**src/rtl/boot_loader_ctrl.sv**
```systemverilog
// boot_loader_ctrl
// Power-up boot sequencer sitting between the UART receive buffer, the
// instruction memory write port and the core.
//   1. The first received word is a word count N.
//   2. The next N words are written to instruction memory at addresses 0..N-1.
//   3. cpu_start pulses for one cycle once the last write has been issued.
//   4. The receive stream is then passed straight through to the core.
// A count larger than the memory depth parks the block in a sticky error
// state. That state stops consuming words until reset.
//
// Ports
//   clk, rstn            clock, asynchronous active-low reset
//   in_data/valid/ready  word stream from the receive buffer
//   imem_we/addr/wdata   instruction memory write port (registered)
//   cpu_start            one-cycle "program loaded" pulse
//   loading              high from reset through the cpu_start cycle
//   error                sticky: header count exceeds memory depth
//   cpu_in_data/valid    word stream to the core (valid only once running)
//   cpu_in_ready         core consumes the current word
module boot_loader_ctrl #(
  parameter int INST_MEM_WIDTH = 14
) (
  input  logic                      clk,
  input  logic                      rstn,
  input  logic [31:0]               in_data,
  input  logic                      in_valid,
  output logic                      in_ready,
  output logic                      imem_we,
  output logic [INST_MEM_WIDTH-1:0] imem_addr,
  output logic [31:0]               imem_wdata,
  output logic                      cpu_start,
  output logic                      loading,
  output logic                      error,
  output logic [31:0]               cpu_in_data,
  output logic                      cpu_in_valid,
  input  logic                      cpu_in_ready
);

  typedef enum logic [2:0] {
    ST_HEADER,
    ST_LOAD,
    ST_FLUSH,
    ST_START,
    ST_RUN,
    ST_ERROR
  } state_t;

  // Memory depth as a 33-bit value, so that the comparison also covers 2**32.
  localparam logic [32:0] MEM_DEPTH = 33'(1) << INST_MEM_WIDTH;

  state_t                    r_state;
  logic [31:0]               r_remain;
  logic [INST_MEM_WIDTH-1:0] r_addr;
  logic                      r_we;
  logic [INST_MEM_WIDTH-1:0] r_waddr;
  logic [31:0]               r_wdata;
  logic                      r_cpu_start;
  logic                      r_loading;
  logic                      r_error;

  logic w_xfer;
  logic w_too_big;

  assign w_xfer    = in_valid && in_ready;
  assign w_too_big = {1'b0, in_data} > MEM_DEPTH;

  // The ready signal is combinational. In RUN it mirrors the core's ready,
  // so words are never buffered here.
  always_comb begin
    in_ready = 1'b0;
    case (r_state)
      ST_HEADER: in_ready = 1'b1;
      ST_LOAD:   in_ready = 1'b1;
      ST_RUN:    in_ready = cpu_in_ready;
      default:   in_ready = 1'b0;
    endcase
  end

  assign cpu_in_data  = in_data;
  assign cpu_in_valid = (r_state == ST_RUN) && in_valid;

  assign imem_we    = r_we;
  assign imem_addr  = r_waddr;
  assign imem_wdata = r_wdata;
  assign cpu_start  = r_cpu_start;
  assign loading    = r_loading;
  assign error      = r_error;

  always_ff @(posedge clk or negedge rstn) begin
    if (!rstn) begin
      r_state     <= ST_HEADER;
      r_remain    <= '0;
      r_addr      <= '0;
      r_we        <= 1'b0;
      r_waddr     <= '0;
      r_wdata     <= '0;
      r_cpu_start <= 1'b0;
      r_loading   <= 1'b1;
      r_error     <= 1'b0;
    end else begin
      // Write enable and start are single-cycle strobes unless re-armed below.
      r_we        <= 1'b0;
      r_cpu_start <= 1'b0;
      case (r_state)
        ST_HEADER: begin
          if (w_xfer) begin
            r_addr   <= '0;
            r_remain <= in_data;
            if (in_data == 32'd0) begin
              r_state     <= ST_START;
              r_cpu_start <= 1'b1;
            end else if (w_too_big) begin
              r_state <= ST_ERROR;
              r_error <= 1'b1;
            end else begin
              r_state <= ST_LOAD;
            end
          end
        end
        ST_LOAD: begin
          // Register the accepted word. The write appears on the port one
          // cycle after acceptance. With a full-depth load, the address
          // wraps to 0 after the last word, which is harmless.
          if (w_xfer) begin
            r_we     <= 1'b1;
            r_waddr  <= r_addr;
            r_wdata  <= in_data;
            r_addr   <= r_addr + INST_MEM_WIDTH'(1);
            r_remain <= r_remain - 32'd1;
            if (r_remain == 32'd1) begin
              r_state <= ST_FLUSH;
            end
          end
        end
        ST_FLUSH: begin
          // The final write is on the port during this cycle.
          r_state     <= ST_START;
          r_cpu_start <= 1'b1;
        end
        ST_START: begin
          r_state   <= ST_RUN;
          r_loading <= 1'b0;
        end
        ST_RUN:   r_state <= ST_RUN;
        ST_ERROR: r_state <= ST_ERROR;
        default: begin
          r_state <= ST_HEADER;
        end
      endcase
    end
  end

endmodule

```
**config.mk**
```make
export PLATFORM = sky130hd
export DESIGN_NAME = boot_loader_ctrl
export DESIGN_NICKNAME = d
export VERILOG_FILES = /design/src/rtl/boot_loader_ctrl.sv
export SDC_FILE = /design/constraint.sdc
export NUM_CORES = 1
export LEC_CHECK = 0
export ABC_CLOCK_PERIOD_IN_PS = 2800
export CAP_MARGIN = 5
export CORE_MARGIN = 8
export CORE_UTILIZATION = 50
export DETAILED_ROUTE_END_ITERATION = 16
export PLACE_DENSITY = 0.78
export SLEW_MARGIN = 20
export SYNTH_ARGS = -nofsm -noshare
export SYNTH_HDL_FRONTEND = slang
export SYNTH_SLANG_ARGS = --single-unit
```
**constraint.sdc**
```tcl
create_clock -name clk -period 2.8 [get_ports clk]
set_clock_uncertainty 0.05 [all_clocks]
set_input_delay 0.42 -clock clk [delete_from_list [all_inputs] [get_ports clk]]
set_output_delay 0.42 -clock clk [all_outputs]
set_load 0.005 [all_outputs]
```
# Yosys cells after proc, flatten, opt, wreduce, memory -nomap -nowiden
# Index checks and enable logic that the tools add are counted.
[classes]
n_addsub = 2
n_mul = 0
div = 0
n_lt_le_gt_ge = 1
n_eq_ne = 9
n_shift = 0
n_mux = 18
n_bitwise = 1
n_reduce_logical = 11
[ops]
columns = ["operator", "count"]
rows = [
  ["two-way mux 32 bit", 2],
  ["case mux 32 bit (2 select lines)", 1],
  ["== test 32 x 1 -> 1 bit, second input constant", 1],
  ["> comparator 32 x 15 -> 1 bit, second input constant", 1],
  ["logical NOT 32 bit", 1],
  ["subtractor 32 x 1 -> 32 bit, second input constant", 1],
  ["two-way mux 14 bit", 2],
  ["case mux 14 bit (2 select lines)", 1],
  ["two-way mux 3 bit", 5],
  ["case mux 3 bit (5 select lines)", 1],
  ["adder 14 x 1 -> 14 bit, second input constant", 1],
  ["== test 3 x 2 -> 1 bit, second input constant", 2],
  ["== test 3 bit, second input constant", 2],
  ["inequality test 2 bit, second input constant", 3],
  ["AND reduction 3 bit", 2],
  ["two-way mux 1 bit", 4],
  ["case mux 1 bit (2 select lines)", 2],
  ["AND reduction 4 bit", 1],
  ["OR reduction 2 bit", 2],
  ["== test 3 x 1 -> 1 bit, second input constant", 1],
  ["logical NOT 3 bit", 1],
  ["logical AND 1 bit", 2],
  ["AND reduction 2 bit", 1],
  ["nonzero test 2 bit", 1],
  ["NOT 1 bit", 1],
]
[totals]
regBits = 99
latch_bits = 0
mem_bits_rw = 0
rom_bits = 0
in_bits = 36
out_inout_bits = 84
wordCells = 51
n_memories = 0

# Logic depth before layout (Yosys ltp)
# Gate-level depths: netlist of the first run.
[depth]
ltp_word = 6
ltp_mapped = 8
depth_no_buf = 7

# Least setup slack after synthesis of the first run
# OpenSTA, ideal clock, no wires.
[synth_path]
path_kind = "flip-flop to flip-flop"
startpoint = "register r_remain[17]"
endpoint = "register r_remain[24]"
setup_time_ns = 0.126
arrival_ns = 2.067
required_time_ns = 2.624
setup_slack_ns = 0.557
path_stages_with_launch = 7
n_path_buf = 1
period_less_slack_ns = 2.243
path_cell_list = "dfrtp_1 or4_1 buf_2 or2_4 or3_1 a21o_1 a221o_1"
[synth_via]
elab_chain_cells = 3
[synth_rtl]
columns = ["element", "line", "rtl"]
rows = [
  ["start, declared", "52", "logic [31:0] r_remain;"],
  ["start signal, assigned", "108", "r_remain <= in_data;"],
  ["start signal, assigned", "129", "r_remain <= r_remain - 32'd1;"],
  ["subtractor 32 x 1 -> 32 bit", "129", ""],
  ["two-way mux 32 bit", "124", "if (w_xfer) begin"],
  ["case mux 32 bit (2 select lines)", "104", "case (r_state)"],
]
# Every way passes these cells. The select of a mux whose other input is x is not followed.
# A chain may end at the register's enable or synchronous reset.

# Worst setup path in the final report of the first run
[layout_path]
startpoint = "register r_remain[24]"
endpoint = "register r_state[1]"
[layout_via]
elab_chain_cells = 3
[layout_rtl]
columns = ["element", "line", "rtl"]
rows = [
  ["== test 32 x 1 -> 1 bit", "130", "if (r_remain == 32'd1) begin"],
  ["inequality test 2 bit (no line)", "--", ""],
  ["AND reduction 3 bit (no line)", "--", ""],
  ["end signal, assigned", "131", "r_state <= ST_FLUSH;"],
  ["end signal, assigned", "137", "r_state <= ST_START;"],
  ["end signal, assigned", "141", "r_state <= ST_RUN;"],
  ["end, declared", "51", "state_t r_state;"],
]
# Every way passes these cells.

==> summary.md, run 1 <==
| Metric | Value |
|---|---|
| Family with the most delay on the worst path | simple AND/OR/NAND/NOR gates |
| Post-synth EDFFs | 0 |
| CTS tree | built |
| IO Port Bufs | 119 |
| Routed wire length per instance | ~17 microns |
| Met2 wire len | 6.62 mm |
| Power per cell area | 438 mW/mm^2 |
| Final hold violations | 0 |
| Final Wtd Congestion | 0.883 |
| Crit. End Element | flip-flop |
| Startpoint types | flip-flop |
| Synth Net Count | 622 |
| Register bit total from synthesis | 99 |
| Worst slew pin tran | 0.654 ns |
| Setup CP Type | flip-flop to flip-flop |
| WHS | 0.416 ns |
| Footprint of the multi-input gates | ~0.0022 sq mm |
| Inserted Clock Buffers | 9 |
| Seq. cell area | 0.00248 sq mm |
| DRT iter0 DRCs | roughly 340 |
| Starting density of the core | 0.517 |
| DRC violations left | 0 |
| Final Max Slew Viols | 0 |
| Pwr Total | 0.00286 W |
| Top layer used by detailed routing | met4 |
| Ys flop type | dfrtp_1 |
| Initial antenna violation count | 0 |
| Final ANT Viol Nets | 0 |
| DRT Wirelength | between 10 and 15 mm |
| Cells after synthesis | between 500 and 600 |
| Fraction of registers with async set or reset after synthesis | 1.00 |
| Max_slew headroom | 0.552 |
| CTS root buf | clkbuf_8 |
| WP buf/inv | 0 |
| H-Tree Depth | 3 |
| DRT met1 WL | 5.75 mm |
| Die area | 0.0136 sq mm |
| Final net count | between 700 and 800 |
| Worst Path Required | 3.07 ns |
| Crit-path cells | or4_4 -> nor4_4 -> or3b_1 -> or4_1 -> o22ai_2 |
| Unrepaired setup endpoints after global routing | no |
| CP max-delay cell | or4_4 |
| Flop2flop setup slack | 0.33 ns |
| Post-CTS Setup Inserts | 0 |
| Count of cell types in the netlist | 56 |
| Fillers | slightly above 800 |
| Avg Cell Area, Syn | 8.67 sq um |
| Endpoints failing setup | 0 |
| Outcome | finished clean |
| Synthesized area | slightly above 0.005 sq mm |
| Number of I/O pins | 120 |
| WP data arrival | approximately 2.7 ns |
| Fmax | between 400 and 500 MHz |
| Vias | 4698 |
| Vias per inst | approximately 5.8 |
| Sink Count | 99 |
| Hold wc startpoint | loading |
| CTS clk-pin slew, worst paths | roughly 0.10 ns |
| Share of layout cells above drive strength 1 | 0.0849 |
| Setup TNS | 0 ns |
| Post_cts resized | 0 |
| Vias in the first global route | 4708 |
| Area grow syn2layout | 29.0% |
| Register area share after synthesis | 0.490 |
| Yosys warnings | 0 |
| First-pass GRT wire length | 22.9 mm |
| Worst Hold Class | flip-flop to flip-flop |
| Die width | around 120 microns |
| Largest net degree at the start of global routing | 47 |
| Max stage delay on crit path | 0.61 ns |
| Hold Path Depth | 1 |
| R2r startpoint | r_remain[24] |
| Total track usage | 0.213 |
| Crit path time final | 2.47 ns |
| Clock Path Buffers | 2 |
| WHS Endpoint | loading |
| R2R cell count | 5 |
| Detailed placement HPWL | 10.1 mm |
| Peak fanout along the critical path | 5 |
| Detail Route met3 WL | 1.37 mm |
| Maximum vdd drop | 0.250 mV |
| Overflow after GRT | 0 |
| RR Endpoint | r_state[1] |
| Clock latency on the worst-skew pair | slightly below 0.4 ns |
| Period utilisation layout | 0.882 |
| Max-cap violation count | 0 |
| ANT cells | 0 |
| Row cnt | 36 |
| Die Y | ~120 microns |
| Pre-antenna DRT Iters | 5 |
| Leak pwr | around 2.9 nW |
| Core Area | 0.00977 sq mm |
## cells in the mapped netlist (4+ instances only)
master / number / share of area
buf_1: 5 / 0.0037
or4_1: 9 / 0.013
inv_1: 9 / 0.0067
o21ai_0: 33 / 0.033
nor2_1: 32 / 0.024
a21oi_1: 26 / 0.026
a221o_1: 5 / 0.0099
a22oi_1: 6 / 0.0089
or3_1: 10 / 0.012
o311ai_0: 4 / 0.0069
buf_4: 32 / 0.048
nand2_1: 162 / 0.12
dfrtp_1: 98 / 0.49
nor3_1: 20 / 0.020
xnor2_1: 6 / 0.010
nor4_1: 19 / 0.024
a31oi_1: 4 / 0.0049
nand4_1: 6 / 0.0074
o211ai_1: 6 / 0.0089
nand3_1: 16 / 0.016
clkbuf_1: 21 / 0.016
## sequential cells by signal, summed over array words and instances (netlist names)
name,cells
imem_addr,14
r_addr,14
imem_we,1
error,1
cpu_start,1
r_remain,32
imem_wdata,32
r_state,3
loading,1
## placed cells by master (no fill, tap or decap), types with 5 or more instances in the layout
cell type,instances
o21ai_0,33
o211ai_1,6
a22oi_1,6
nand4_1,6
a221o_1,5
nor4_1,19
nor2_1,32
inv_1,9
or4_1,9
xnor2_1,6
buf_4,25
nor3_1,20
or3_1,10
nand2_1,161
clkdlybuf4s50_1,118
a21oi_1,26
nand3_1,16
clkbuf_8,9
dfrtp_1,98
## area by class of cell
cell class,count,share of cell area
tap,133,0.0255
sequential,99,0.380
clock buffer,9,0.0190
multi-input combinational,413,0.336
clock inverter,7,0.0190
timing repair buffer,145,0.214
inverter,10,0.00575
## cell families (layout without fill, tap and decap cells)
logic type / after synthesis / in the layout / synth area share
and+or+nand+nor: 293 / 293 / 0.271
AOI/OAI and AO/OA: 107 / 107 / 0.136
DFF: 99 / 99 / 0.490
buffers and inverters: 71 / 171 / 0.0772
xor gates and xnor gates: 8 / 8 / 0.0139
adders and majority gates: 3 / 3 / 0.00743
muxes: 2 / 2 / 0.00396
## power breakdown
| group | total [W] | switching, W | internal (W) |
|---|---|---|---|
| Clock | 0.00113 | 0.000529 | 0.000601 |
| Sequential | 0.00148 | 0.0000297 | 0.00145 |
| Combinational | 0.000248 | 0.000120 | 0.000128 |
| Total | 0.00286 | 0.000679 | 0.00218 |
## worst max-delay path by stage
stage / from / end / slack [ns] / cells after the start
after floorplan: r_remain[17] / r_remain[24] / 0.56 / 6
after global placement: in_data[4] / r_state[2] / 0.23 / 7
after detailed placement: in_data[4] / r_state[2] / 0.08 / 7
after CTS: in_valid / cpu_in_valid / 0.33 / 4
after global routing: r_remain[17] / r_remain[29] / 0.19 / 5
final: r_remain[24] / r_state[1] / 0.33 / 5
## through the flow
step	worst slack (ns)	instances	utilization	area (sq um)
after floorplan	0.557	583	-	5050
after global placement	0.231	799	0.641	6260
after detailed placement	0.0781	799	0.641	6260
after CTS	0.328	816	0.667	6520
after global routing	0.190	816	0.667	6520
final	0.329	816	0.667	6520
## worst register-to-register path, stage by stage (launching register included)
cell	delay, ns
dfrtp_1	0.44
or4_4	0.61
nor4_4	0.21
or3b_1	0.45
or4_1	0.53
o22ai_2	0.11
## per-layer routing
layer / vias up / GRT usage
li1: 2195 / -
met1: 2220 / 0.255
met2: 248 / 0.351
met3: 35 / 0.0558
met4: 0 / 0.102
met5: - / 0
## repair_timing
action / CTS / global route
hold endpoints to repair: 38 / 0
endpoints found under the setup margin: 0 / 0
hold buffers: 1 / 0
Power figures use the tool's default switching activity.
==> run 2: changes to the inputs <==
- REMOVE_ABC_BUFFERS: default -> 1
==> summary.md, run 2 (same netlist as run 1, synthesis figures left out) <==
| Metric | Value |
|---|---|
| Power per cell area | 429 mW/mm^2 (was 438 mW/mm^2) |
| Final net count | 714 (was 717) |
| Number of I/O pins | 120 (unchanged) |
| Pre-antenna DRT Iters | 5 (unchanged) |
| Sink Count | 99 (unchanged) |
| Non-Filler Instances | 813 (was 816) |
| Post_cts resized | 0 (unchanged) |
| Maximum vdd drop | 0.289 mV (was 0.250 mV) |
| Seq pwr share | 0.533 (was 0.518) |
| CTS clk-pin slew, worst paths | 0.09 ns (was 0.10 ns) |
| Die width | 117 microns (unchanged) |
| Routed wire length per instance | 17.3 microns (about the same) |
| Seq. cell area | 0.00248 sq mm (unchanged) |
| DRC violations left | 0 (unchanged) |
| Setup CP Type | flip-flop to flip-flop (unchanged) |
| DRT iter0 DRCs | 379 (was 336) |
| Footprint of the multi-input gates | 0.00219 sq mm (unchanged) |
| Clock latency on the worst-skew pair | 0.38 ns (was 0.39 ns) |
| Unrepaired setup endpoints after global routing | no (unchanged) |
| Worst Hold Class | input port to asynchronous set/reset pin (was flip-flop to flip-flop) |
| Pint | 0.00211 W (was 0.00218 W) |
| Fmax | 404 MHz (was 405 MHz) |
| Crit path time final | 2.48 ns (was 2.47 ns) |
| IO Port Bufs | 119 (unchanged) |
| Starting density of the core | 0.517 (unchanged) |
| CTS tree | built (unchanged) |
| Endpoints failing setup | 0 (unchanged) |
| Clock Path Buffers | 2 (unchanged) |
| ANT cells | 0 (unchanged) |
| Final Max Slew Viols | 0 (unchanged) |
| Worst setup margin | 0.323 ns (was 0.329 ns) |
| Detailed placement HPWL | 10.3 mm (was 10.1 mm) |
| Max-cap violation count | 0 (unchanged) |
| Post-CTS Setup Inserts | 0 (unchanged) |
| Row cnt | 36 (unchanged) |
| Core Area | 0.00977 sq mm (unchanged) |
| DRT Wirelength | 14.1 mm (about the same) |
| Comb power frac | 0.088 (was 0.087) |
| Inserted Clock Buffers | 9 (unchanged) |
| Peak fanout along the critical path | 9 (was 5) |
| First-pass GRT wire length | 23.0 mm (was 22.9 mm) |
| Commonest non-fill, non-tap cells in the layout | nand2_1 (161), clkdlybuf4s50_1 (118), dfrtp_1 (98) (unchanged) |
| Die Y | 117 microns (unchanged) |
| Worst slew pin tran | 0.714 ns (was 0.654 ns) |
| Vias per inst | 5.66 (was 5.76) |
| Max_slew headroom | 0.524 (was 0.552) |
| Commonest non-fill, non-tap cell in the layout | nand2_1 (unchanged) |
| Net Switching | 0.000667 W (was 0.000679 W) |
| Clock power share | 0.379 (was 0.395) |
| Outcome | finished clean (unchanged) |
| Final hold violations | 0 (unchanged) |
| Die area | 0.0136 sq mm (unchanged) |
| Vias | 4605 (was 4698) |
| CTS root buf | clkbuf_8 (unchanged) |
| Cell count after placement | 797 (was 799) |
| Period utilisation layout | 0.884 (was 0.882) |
| Area grow syn2layout | 28.1% (was 29.0%) |
| Switching Share | 0.240 (was 0.238) |
| R2r startpoint | r_remain[18] (was r_remain[24]) |
| DP Worst Slack | 0.0715 ns (was 0.0781 ns) |
| Total track usage | 0.215 (was 0.213) |
| R2R cell count | 5 (unchanged) |
| Final Wtd Congestion | 0.869 (was 0.883) |
| Vias in the first global route | 4630 (was 4708) |
| Overflow after GRT | 0 (unchanged) |
| Leak pwr | 2.86 nW (was 2.88 nW) |
| Final ANT Viol Nets | 0 (unchanged) |
| Initial antenna violation count | 0 (unchanged) |
| Fillers | 832 (was 809) |
| Crit. End Element | flip-flop (unchanged) |
| Startpoint types | flip-flop (unchanged) |
| H-Tree Depth | 3 (unchanged) |
| RR Endpoint | r_remain[29] (was r_state[1]) |
| Flop2flop setup slack | 0.32 ns (was 0.33 ns) |
| Worst Path Required | 3.07 ns (about the same) |
| Largest net degree at the start of global routing | 54 (was 47) |
| Hold Buf Count CTS | 0 (was 1) |
| WP data arrival | 2.74 ns (about the same) |
| Share of layout cells above drive strength 1 | 0.0809 (was 0.0849) |
==> run 2: cell count changes in the layout (fill, tap and decap cells not counted), sizes merged <==
| cell | delta |
|---|---|
| dlygate4sd3 | -1 |
| clkbuf | +2 |
| buf | -2 |
| bufinv | -1 |
| inv | -1 |
==> run 2: final cells by class <==
class,count,area share
Inverter,10,0.00580
Clock inverter,5,0.0131
Timing Repair Buffer,142,0.212
Multi-Input combinational cell,413,0.339
Sequential cell,99,0.383
Clock buffer,11,0.0218
Tap cell,133,0.0257
==> run 2: critical path: stages (launching register included) <==
cell,delay [ns]
dfrtp_1,0.41
or4_1,0.67
nor2_1,0.40
nand3_2,0.28
or4_1,0.53
nand3_1,0.08
==> run 2: power groups by stage <==
stage	registers (W)	clock network, W	logic, W
after floorplan	0.00150	0	0.0000663
after global placement	0.00150	0	0.000243
after detailed placement	0.00151	0	0.000246
after CTS	0.00148	0.00107	0.000248
after global routing	0.00148	0.00113	0.000269
final	0.00148	0.00105	0.000245
==> run 2: routing by layer <==
metal  GRT usage  vias to the layer above  wire length (microns)
li1            -                     2197                      -
met1       0.270                     2230                   5870
met2       0.362                      164                   6980
met3      0.0429                       14                   1060
met4      0.0785                        0                    193
met5           0                        -                      0
==> run 2: worst max-delay path by stage <==
stage	startpoint	endpoint	slack (ns)
finish	r_remain[18]	r_remain[29]	0.32
global route	r_remain[18]	r_remain[25]	0.20
CTS	in_valid	cpu_in_valid	0.33
detailed placement	in_data[4]	r_state[2]	0.07
global placement	in_data[3]	r_state[2]	0.1
floorplan	r_state[1]	r_remain[20]	-1.71
==> run 2: metrics by stage <==
| stage | power [W] | instance area (sq um) | hold WS (ns) | utilization | setup TNS (ns) |
|---|---|---|---|---|---|
| 5_1_grt | 0.00288 | 6480 | 0.0989 | 0.663 | 0 |
| 3_5_place_dp | 0.00175 | 6250 | 0.413 | 0.639 | 0 |
| 2_1_floorplan | 0.00157 | 4700 | 0.0744 | - | -92.42 |
| 4_1_cts | 0.00279 | 6480 | 0.0539 | 0.663 | 0 |
| 6_report | 0.00278 | 6480 | 0.0354 | 0.663 | 0 |
| 3_3_place_gp | 0.00175 | 6250 | 0.406 | 0.639 | 0 |
==> run 3: changes to the inputs <==
- SLEW_MARGIN: 20 -> 15
==> results of run 3 <==
The final DEF is identical to that of run 2; final timing and power are the same.
